===== src/rtl/mesochronous_sync_arbiter.sv =====
// mesochronous_sync_arbiter
//   Shares the write side of one mesochronous synchronizer between REQUESTERS
//   sources in the wrclk_i domain. One requester is granted per cycle using
//   round-robin priority with optional bounded burst locking. Every cycle a
//   tagged word {valid,id,data} (or an all-zero idle word) is registered for
//   the synchronizer d_i input. After reset, no grants are issued for
//   STARTUP_CYCLES cycles so the read-side pointer can align first.
//
// Ports
//   wrrst_ni  : asynchronous active-low reset
//   wrclk_i   : write-domain clock
//   req_i     : per-requester request (level)
//   lock_i    : per-requester burst lock, only meaningful with req_i
//   data_i    : payloads, requester k at [k*DATA_SIZE +: DATA_SIZE]
//   gnt_o     : one-hot/zero grant; data_i[k] is consumed at this edge
//   ready_o   : startup window finished
//   sync_d_o  : registered {valid,id,data} word for the synchronizer
module mesochronous_sync_arbiter #(
  parameter int unsigned REQUESTERS     = 4,
  parameter int unsigned DATA_SIZE      = 32,
  parameter int unsigned STARTUP_CYCLES = 4,
  parameter int unsigned MAX_BURST      = 8,
  localparam int unsigned ID_W   = (REQUESTERS > 1) ? $clog2(REQUESTERS) : 1,
  localparam int unsigned SYNC_W = 1 + ID_W + DATA_SIZE
) (
  input  logic                            wrrst_ni,
  input  logic                            wrclk_i,
  input  logic [REQUESTERS-1:0]           req_i,
  input  logic [REQUESTERS-1:0]           lock_i,
  input  logic [REQUESTERS*DATA_SIZE-1:0] data_i,
  output logic [REQUESTERS-1:0]           gnt_o,
  output logic                            ready_o,
  output logic [SYNC_W-1:0]               sync_d_o
);

  localparam int unsigned CNT_W   = (STARTUP_CYCLES > 1) ? $clog2(STARTUP_CYCLES) : 1;
  localparam int unsigned BURST_W = $clog2(MAX_BURST + 1);

  typedef enum logic {
    ST_STARTUP,
    ST_ARB
  } state_e;

  state_e               state_q, state_d;
  logic [CNT_W-1:0]     cnt_q, cnt_d;
  logic                 ready_q, ready_d;
  logic [ID_W-1:0]      last_q, last_d;
  logic [BURST_W-1:0]   burst_q, burst_d;
  logic [SYNC_W-1:0]    sync_d_q, sync_d_d;

  logic                 gnt_valid;
  logic [ID_W-1:0]      gnt_idx;
  logic                 lock_hit;
  logic                 burst_room;
  int unsigned          cand;

  // Startup sequencing
  always_comb begin
    state_d = state_q;
    cnt_d   = cnt_q;
    ready_d = ready_q;
    case (state_q)
      ST_STARTUP: begin
        if (cnt_q == CNT_W'(STARTUP_CYCLES - 1)) begin
          state_d = ST_ARB;
          ready_d = 1'b1;
        end else begin
          cnt_d = cnt_q + 1'b1;
        end
      end
      ST_ARB: begin
        ready_d = 1'b1;
      end
      default: begin
        state_d = ST_STARTUP;
      end
    endcase
  end

  // Arbitration. burst_q != 0 means last_q was granted in the previous cycle,
  // so a nonzero burst_q is what makes the lock chain live.
  always_comb begin
    gnt_valid  = 1'b0;
    gnt_idx    = '0;
    cand       = 0;
    burst_room = (burst_q != '0) && (burst_q < BURST_W'(MAX_BURST));
    lock_hit   = burst_room && req_i[last_q] && lock_i[last_q];
    if (state_q == ST_ARB) begin
      if (lock_hit) begin
        gnt_valid = 1'b1;
        gnt_idx   = last_q;
      end else begin
        for (int unsigned i = 1; i <= REQUESTERS; i++) begin
          cand = (32'(last_q) + i) % REQUESTERS;
          if (!gnt_valid && req_i[cand]) begin
            gnt_valid = 1'b1;
            gnt_idx   = ID_W'(cand);
          end
        end
      end
    end
  end

  // Pointer, burst counter and output word
  always_comb begin
    last_d   = last_q;
    burst_d  = '0;
    sync_d_d = '0;
    gnt_o    = '0;
    if (gnt_valid) begin
      gnt_o    = REQUESTERS'(1) << gnt_idx;
      last_d   = gnt_idx;
      sync_d_d = {1'b1, gnt_idx, data_i[gnt_idx*DATA_SIZE +: DATA_SIZE]};
      // Same owner within the burst window keeps counting; a new owner or a
      // wrap after the limit restarts the count at 1.
      if ((gnt_idx == last_q) && burst_room) begin
        burst_d = burst_q + 1'b1;
      end else begin
        burst_d = BURST_W'(1);
      end
    end
  end

  always_ff @(posedge wrclk_i or negedge wrrst_ni) begin
    if (!wrrst_ni) begin
      state_q  <= ST_STARTUP;
      cnt_q    <= '0;
      ready_q  <= 1'b0;
      last_q   <= ID_W'(REQUESTERS - 1);
      burst_q  <= '0;
      sync_d_q <= '0;
    end else begin
      state_q  <= state_d;
      cnt_q    <= cnt_d;
      ready_q  <= ready_d;
      last_q   <= last_d;
      burst_q  <= burst_d;
      sync_d_q <= sync_d_d;
    end
  end

  assign ready_o  = ready_q;
  assign sync_d_o = sync_d_q;

endmodule


===== config.mk =====
export PLATFORM = sky130hd
export DESIGN_NAME = mesochronous_sync_arbiter
export DESIGN_NICKNAME = d
export VERILOG_FILES = /design/src/rtl/mesochronous_sync_arbiter.sv
export SDC_FILE = /design/constraint.sdc
export NUM_CORES = 1
export LEC_CHECK = 0
export CORE_MARGIN = 1
export CORE_UTILIZATION = 35
export CTS_CLUSTER_SIZE = 25
export DETAILED_ROUTE_END_ITERATION = 8
export PLACE_DENSITY = 0.78
export SETUP_SLACK_MARGIN = 0.3
export SLEW_MARGIN = 10
export SYNTH_ARGS = -nofsm -noshare
export SYNTH_HDL_FRONTEND = slang
export SYNTH_SLANG_ARGS = --single-unit

===== constraint.sdc =====
create_clock -name wrclk_i -period 2.4 [get_ports wrclk_i]
set_clock_uncertainty 0.05 [all_clocks]
set_input_delay 0.24 -clock wrclk_i [delete_from_list [all_inputs] [get_ports wrclk_i]]
set_output_delay 0.24 -clock wrclk_i [all_outputs]
set_load 0.02 [all_outputs]

---- Yosys cells after proc, flatten, opt, wreduce, memory -nomap -nowiden ----
Index checks and enable logic that the tools add are counted.
storage, ports and cells
  bits in registers ....................... 45
  output and inout bits ................... 40
  word-level logic and storage cells ...... 75
operators by class
  bitwise logic cells ..................... 2
  reduce and logical (&&, ||, !) cells .... 12
  shifts and indexed selects .............. 2
  $lt $le $gt $ge ......................... 6
  add/sub/neg operators ................... 6
  equal/unequal tests ..................... 3
  multiplexer cells ....................... 38
operators with widths
  kind                                                                           number
  128-bit by 8-bit variable part select with 32-bit output                       1
  35-bit 2-to-1 mux                                                              1
  1-bit 2-to-1 mux                                                               21
  2-bit by 3-bit less-than comparator with 1-bit output (second input constant)  5
  1-bit binary-select mux with 2-bit select                                      6
  2-bit 2-to-1 mux                                                               6
  4-bit 2-to-1 mux                                                               3
  1-bit logical AND                                                              7
  2-bit by 1-bit adder with 2-bit output (second input constant)                 3
  2-bit adder (second input constant)                                            2
  4-bit by 1-bit adder with 4-bit output (second input constant)                 1
  4-bit less-than comparator (second input constant)                             1
  4-bit nonzero test                                                             1
  1-bit by 2-bit << shifter with 4-bit output (first input constant)             1
  1-bit logical NOT                                                              3
  2-bit == test                                                                  1
  2-bit == test (second input constant)                                          1
  2-bit != test (second input constant)                                          1
  1-bit inverter                                                                 2
  1-bit one-hot mux with 2 select lines                                          1
  2-bit AND reduction                                                            1

---- Depth between registers and ports, before layout ----
Gate-level depths: netlist of the first run.
  word-level depth ........................ 25
  mapped depth ............................ 10
  gate-level depth less buffers ........... 8

---- Least setup slack after synthesis of the first run ----
OpenSTA, ideal clock, no wires.
  path type ............................... register -> output
  start point ............................. register last_q[0]
  end point ............................... output gnt_o[3]
  data arrival time ....................... 2,537 ps
  path buffers ............................ 2
  slack ................................... -427 ps
  stages on the path, launching flop included .. 8
  data required time ...................... 2,110 ps
  path through ............................ dfstp_2 -> buf_6 -> mux4_1 -> nand4_1 -> a32o_1 -> buf_2 -> nand2_1 -> nor4_1
on the way
  cells in the longest elaborated chain, start to end .. 23
  elaborated cells between the ends (all ways) .. 44
ends and longest elaborated chain
  what                                         RTL line  text
  from (decl)                                  47        logic [ID_W-1:0] last_q, last_d;
  from (signal assigned)                       129       last_q <= ID_W'(REQUESTERS - 1);
  from (signal assigned)                       136       last_q <= last_d;
  2-bit by 1-bit adder with 2-bit output       94        cand = (32'(last_q) + i) % REQUESTERS;
  1-bit binary-select mux with 2-bit select    95        if (!gnt_valid && req_i[cand]) begin
  1-bit 2-to-1 mux (not written as such)       95
  1-bit 2-to-1 mux                             95
  1-bit 2-to-1 mux                             89        if (lock_hit) begin
  1-bit 2-to-1 mux                             88        if (state_q == ST_ARB) begin
  1-bit logical NOT                            95
  1-bit logical AND                            95
  [7 not listed]                               --
  1-bit 2-to-1 mux                             88
  1-bit logical NOT                            95
  1-bit logical AND                            95
  2-bit 2-to-1 mux                             95
  2-bit 2-to-1 mux                             89
  2-bit 2-to-1 mux                             88
  1-bit by 2-bit << shifter with 4-bit output  111       gnt_o = REQUESTERS'(1) << gnt_idx;
  4-bit 2-to-1 mux (*)                         110       if (gnt_valid) begin
  to (decl)                                    31        output logic [REQUESTERS-1:0] gnt_o,
Mark *: on every way between the ends. The rest lies on a longest branch, timed or not. The select of a mux whose other input is x is not followed.

---- Worst setup path in the final report of the first run ----
  start point ............................. register last_q[0]
  end point ............................... output gnt_o[0]
Same word-level chain as after synthesis.

==> results of run 1 <==
## kinds of logic after synthesis
kind of cell,count (synthesis),synth area share
simple gates,99,0.2062
compound gates,84,0.1975
flops,45,0.3697
buf+inv,43,0.07705
mux,37,0.1316
fa+ha+maj,3,0.01230
xor+xnor,2,0.005739
## layer usage
layer / global-route usage / routed length [µm]
met2: 0.4357 / 5982
met3: 0.05423 / 565
met5: 0 / 0
met1: 0.2765 / 4371
met4: 0.05597 / 99
## worst max-delay path by stage
stage | startpoint | to | slack [ns]
2_1_floorplan | last_q[0] | gnt_o[1] | -0.30
4_1_cts | last_q[0] | gnt_o[3] | -0.46
3_5_place_dp | lock_i[3] | gnt_o[1] | -0.75
3_3_place_gp | lock_i[3] | gnt_o[1] | -0.65
6_report | last_q[0] | gnt_o[0] | -0.42
5_1_grt | last_q[0] | gnt_o[0] | -0.51
## what timing repair did
item	in CTS	in global routing
pin swaps	9	10
resized for setup	52	19
setup buffers	13	5
setup endpoints to repair	45	45
cloned	7	1
## worst register-to-register path: cells and delay by family (launching register included)
| kind | cells | cell delay (ns) |
|---|---|---|
| AO/OA/AOI/OAI | 2 | 0.20 |
| flip-flops | 1 | 0.54 |
| buffers and inverters | 6 | 0.83 |
| AND/OR/NAND/NOR | 1 | 0.24 |
| multiplexers | 2 | 0.79 |
## cells in the mapped netlist, types with 2 or more instances
master	n
a211oi_1	2
a21boi_0	2
a21oi_1	2
a31oi_1	64
and3_1	65
buf_12	3
buf_2	7
buf_6	2
clkbuf_1	22
dfrtp_1	43
dfstp_2	2
ha_1	3
inv_1	7
mux2_2	2
mux2i_1	33
nand2_1	5
nand2b_1	4
nand3b_1	2
nor2_1	7
nor2b_1	2
nor3_2	2
o21a_1	2
o41ai_4	2
## through the flow
step | cell area [µm²] | utilization | std cells | setup TNS (ns) | power, µW
after floorplan | 3068 | - | 313 | -4.963 | 4335
after global placement | 5100 | 0.6115 | 599 | -19.32 | 5804
after detailed placement | 5100 | 0.6115 | 599 | -21.76 | 5917
after CTS | 5609 | 0.6725 | 627 | -12.74 | 7398
after global routing | 5754 | 0.6899 | 633 | -15.49 | 8188
final | 5754 | 0.6899 | 633 | -11.56 | 7733
## registers in the layout, indices dropped and copies added (netlist names)
| name | count |
|---|---|
| burst_q | 4 |
| sync_d_o | 35 |
| last_q | 2 |
| state_q | 1 |
| ready_o | 1 |
| cnt_q | 2 |
## area by class of cell
class,instances,share of cell area
Multi-Input combinational cell,225,0.3122
Sequential cell,45,0.1961
Clock inverter,1,0.005219
Clock buffer,7,0.01500
Tap cell,105,0.02283
Timing Repair Buffer,243,0.4440
Inverter,7,0.004566
## power by group
group          total [µW]  internal, µW  switching [µW]
Clock                 601           340             261
Combinational        5910          3130            2790
Sequential           1220          1120            97.0
Total                7730          4590            3140
==> metrics.txt, run 1 <==
status=finished with violations; failing checks=hold timing, setup timing; io pins=approximately 180; CTS tree=built; syn nets=about 450; Initial Util=0.3660; Netlist cell types=between 50 and 60; placer congestion estimate=0.8844; fmax=approximately 350 MHz; RSZ-0062 raised after global routing=yes; First-pass DRT Iterations=4; # rows=33; worst endpoint data arrival time=2.53 ns; Vias=approximately 3400; clock slew at reported path FFs=0.09 ns; Setup crit start kind=register; root cell of the clock tree=clkbuf_8; Synth Warn #=0; Residual DRC=0; delay-heaviest family, CP=buffers and inverters; Die W=~95 µm; GRT Resource Usage Total=0.2368; PD cells=1344 mW/mm²; fraction of layout cells with a size suffix above 1=0.2102; CP Depth=10; predominant post-synthesis flop cell=dfrtp_1; first-pass GRT wire length=16330 µm; initial antenna violation count=0; Leakage=between 0.002 and 0.003 µW; most frequent CP cell=buf_6; input/output buffers=~180; drt wl/cell=17.41 µm; vias in the first global route=between 3000 and 4000; flop-to-flop setup slack=-0.33 ns; GR Overflow Total=0; CTS H-tree lvls=2; Layout area overhead=88.48%; Core ar.=between 0.008 and 0.009 mm²; multi-input logic area=around 0.0018 mm²; cell taking the most area after synthesis=dfrtp_1; Ant. Diodes=0; Period minus WS final=2.823 ns; highest-count cells in the layout ignoring fill and taps=clkdlybuf4s50_1 (172), and3_1 (65), a31oi_1 (62); Final Max Tran Viols=0; CP bufs+invs=5; Routed Antenna Nets=0; Final HPWL DP=7266 µm; Hold Buf Count CTS=0; Synth Register Bits=45; Reg-to-Reg Start=last_q[0]; Final WS setup=-0.4228 ns; Async S/R FF share, synth=1.000; Worst slew margin=0.4285; final hold slack=-0.004631 ns; nets=approximately 670; final hold viol count=4; Place WS=-0.7458 ns; Setup CP Type=register to output port; most common cell after layout, fill and taps aside=clkdlybuf4s50_1; Max stage delay on crit path=between 0.5 and 0.6 ns; DIE AREA=~0.0091 mm²; Max FO, Critical Path=7; largest cells by area after synthesis=dfrtp_1 (35%), and3_1 (13%), a31oi_1 (13%), mux2i_1 (11%), clkbuf_1 (2.7%); Min-Delay Path Class=input port to asynchronous set/reset pin; post-synth top area share=0.3525; Tcrit/Tclk final=1.176; largest net degree at the start of global routing=65; drt initial violations=between 100 and 150; Synth Instances=roughly 310; Post-synth EDFFs=0; TritonCTS buffer count=5; part of the Yosys area used for sequential elements=0.3697; syn avg cell area=between 9 and 10 µm²; crit path cell chain=buf_4 > buf_6 > mux4_2 > buf_6 > o41ai_4 > a21oi_2 > nor3_4 > buf_4 > nor2_2 > buf_6; die span in y=roughly 95 µm; Max-cap violations=0; crit path max-delay cell type=mux4_2; Worst VDD drop=812.6 µV; reg-to-reg endpoint=sync_d_o[8]; CP endpoint kind=output port; clock latency on the worst-skew pair=slightly below 0.3 ns; Reg area=between 0.001 and 0.0015 mm²; CTS Buffer Depth=2; final setup violation count=42; Via density=between 5 and 6; Worst Path Required=2.11 ns; worst-case reg-to-reg path depth=11; detailed-route wire length=roughly 11000 µm; Tightest Pin Transition=between 0.8 and 0.9 ns; clk sinks=45; area of the mapped netlist=0.003053 mm²; Layout fillers=~650
Note: power is estimated with default switching activity, not from simulation.
==> run 2: changes to the inputs <==
--- a/config.mk
+++ b/config.mk
@@ -5,6 +5,7 @@
 export SDC_FILE = /design/constraint.sdc
 export NUM_CORES = 1
 export LEC_CHECK = 0
+export CORE_ASPECT_RATIO = 1.5
 export CORE_MARGIN = 1
 export CORE_UTILIZATION = 35
 export CTS_CLUSTER_SIZE = 25
==> run 2 against run 1 <==
Against the previous run:
- the flow finishes with violations (setup timing)
- worst setup slack got worse by 0.025 ns
- clock-buffer cell count did not move
- final area fell by 5.5%
- total power fell by 11%
- via count fell by 2.4%
- sequential share of layout area rose by 1.2 points
- critical path depth fell by 2
- combinational power fell by 16%
- maximum frequency fell by 0.86%
- first-iteration DRC count rose by 9.5%
- largest power group unchanged
- highest routed layer unchanged
==> metrics.txt, run 2 (synthesis gave the netlist of run 1 again) <==
Tcrit/Tclk final=1.186 (+0.01025); drt initial violations=138 (+9.5%); CTS Buffer Depth=2 (unchanged); Residual DRC=0 (unchanged); io pins=178 (unchanged); Setup CP Type=register to output port; die span in y=116.4 µm (+22%); Layout area overhead=78.03%; most common cell after layout, fill and taps aside=clkdlybuf4s50_1; CTS tree=built; Min-Delay Path Class=input port to asynchronous set/reset pin; DIE AREA=0.009108 mm² (about the same); failing checks=setup timing; Via density=5.318 (+0.31%); Final Max Tran Viols=0 (unchanged); largest net degree at the start of global routing=65 (unchanged); Layout fillers=723 (+11%); Worst slew margin=0.6639 (+0.2354); detailed-route wire length=10640 µm (-3.5%); clock slew at reported path FFs=0.06 ns (-0.03 ns); PD cells=1273 mW/mm² (-5.3%); Vias=3276 (-2.4%); Leakage=0.002410 µW (-6.3%); highest-count cells in the layout ignoring fill and taps=clkdlybuf4s50_1 (172), and3_1 (65), a31oi_1 (58); nets=649 (-2.8%); Routed Antenna Nets=0 (unchanged); clk sinks=45 (unchanged); fraction of layout cells with a size suffix above 1=0.1827 (-0.02752); Max FO, Critical Path=4 (-3); Initial Util=0.3629 (-0.003157); placer congestion estimate=0.8704 (-1.6%); Die W=78.26 µm (-18%); status=finished with violations; # rows=41 (+24%); drt wl/cell=17.26 µm (-0.82%); TritonCTS buffer count=5 (unchanged); fmax=351.2 MHz (-0.86%); first-pass GRT wire length=16500 µm (+1.1%); initial antenna violation count=1 (+1); Tightest Pin Transition=0.5042 ns (-0.3530 ns); Core ar.=0.008413 mm² (+0.87%); vias in the first global route=3429 (+3.6%); GR Overflow Total=0 (unchanged); input/output buffers=177 (unchanged); CP endpoint kind=output port; final hold viol count=0 (-4); RSZ-0062 raised after global routing=yes; Period minus WS final=2.847 ns (+0.02459 ns); Max-cap violations=0 (unchanged); max FFs per register=35 (unchanged); CTS H-tree lvls=2 (unchanged); GRT Resource Usage Total=0.2333 (-0.003475); Power, Total=6918 µW (-11%); Worst Path Required=2.11 ns (about the same); root cell of the clock tree=clkbuf_16; final setup violation count=42 (unchanged); worst endpoint data arrival time=2.56 ns (+0.03 ns); worst-case reg-to-reg path depth=7 (-4); First-pass DRT Iterations=4 (unchanged); Setup crit start kind=register; Ant. Diodes=0 (unchanged); Final HPWL DP=7815 µm (+7.6%); Final WS setup=-0.4474 ns (-0.02459 ns); clock latency on the worst-skew pair=0.28 ns (about the same); Worst VDD drop=562.6 µV (-31%); final hold slack=0.4103 ns (+0.4149 ns)
[run 2: repair_timing]
item | 4_1_cts | 5_1_grt
pin swaps | 4 | 4
endpoints found under the setup margin | 43 | 45
resized for setup | 35 | 15
hold buffers | 1 | 0
cloned | 1 | 0
buffers inserted | 2 | 2
hold endpoints to repair | 19 | 0
[run 2: layout make-up]
type	instances	area, µm²	share of cell area
Clock buffer	7	152.6	0.02808
Clock inverter	1	5.005	0.0009208
Inverter	7	26.28	0.004834
Multi-Input combinational cell	225	1787	0.3287
Sequential cell	45	1129	0.2076
Tap cell	107	133.9	0.02463
Timing Repair Buffer	224	2202	0.4052
[run 2: metrics by stage]
stage | util | instances | setup TNS [ns] | instance area, µm² | setup slack, ns
after CTS | 0.6368 | 614 | -17.21 | 5358 | -0.5269
after global placement | 0.6059 | 602 | -16.83 | 5097 | -0.6733
after global routing | 0.6460 | 616 | -15.72 | 5435 | -0.5345
after floorplan | - | 313 | -4.963 | 3068 | -0.3006
after detailed placement | 0.6059 | 602 | -19.84 | 5097 | -0.7339
final | 0.6460 | 616 | -11.59 | 5435 | -0.4474
[run 2: critical path, stage by stage, from the launching register on]
cell	delay (ns)
dfstp_2	0.54
mux4_2	0.54
and3_4	0.19
o41ai_4	0.29
a21oi_2	0.14
nor3_4	0.25
buf_4	0.16
nor2_2	0.04
buf_6	0.12
[run 2: worst paths after layout]
path	from	end	slack, ns
worst max register to register	last_q[0]	sync_d_o[13]	-0.34
min in group wrclk_i	ready_o	ready_o	0.42
max in group asynchronous	wrrst_ni	last_q[1]	1.12
worst min-delay path	wrrst_ni	sync_d_o[13]	0.41
worst min register to register	ready_o	ready_o	0.42
worst max-delay path	last_q[0]	gnt_o[2]	-0.45
[run 2: per-layer routing]
metal	global-route usage	up-vias	part of all wire
met5	0	-	0
met1	0.2385	1529	0.37
met2	0.4515	138	0.54
met4	0.1000	0	0.028
li1	-	1587	-
met3	0.05078	22	0.060
[run 2: report_power, final]
group          switching, µW  total (µW)  internal [µW]
Combinational           2500        4970           2470
Sequential              99.1        1230           1130
Clock                    277         718            441
Total                   2880        6920           4040
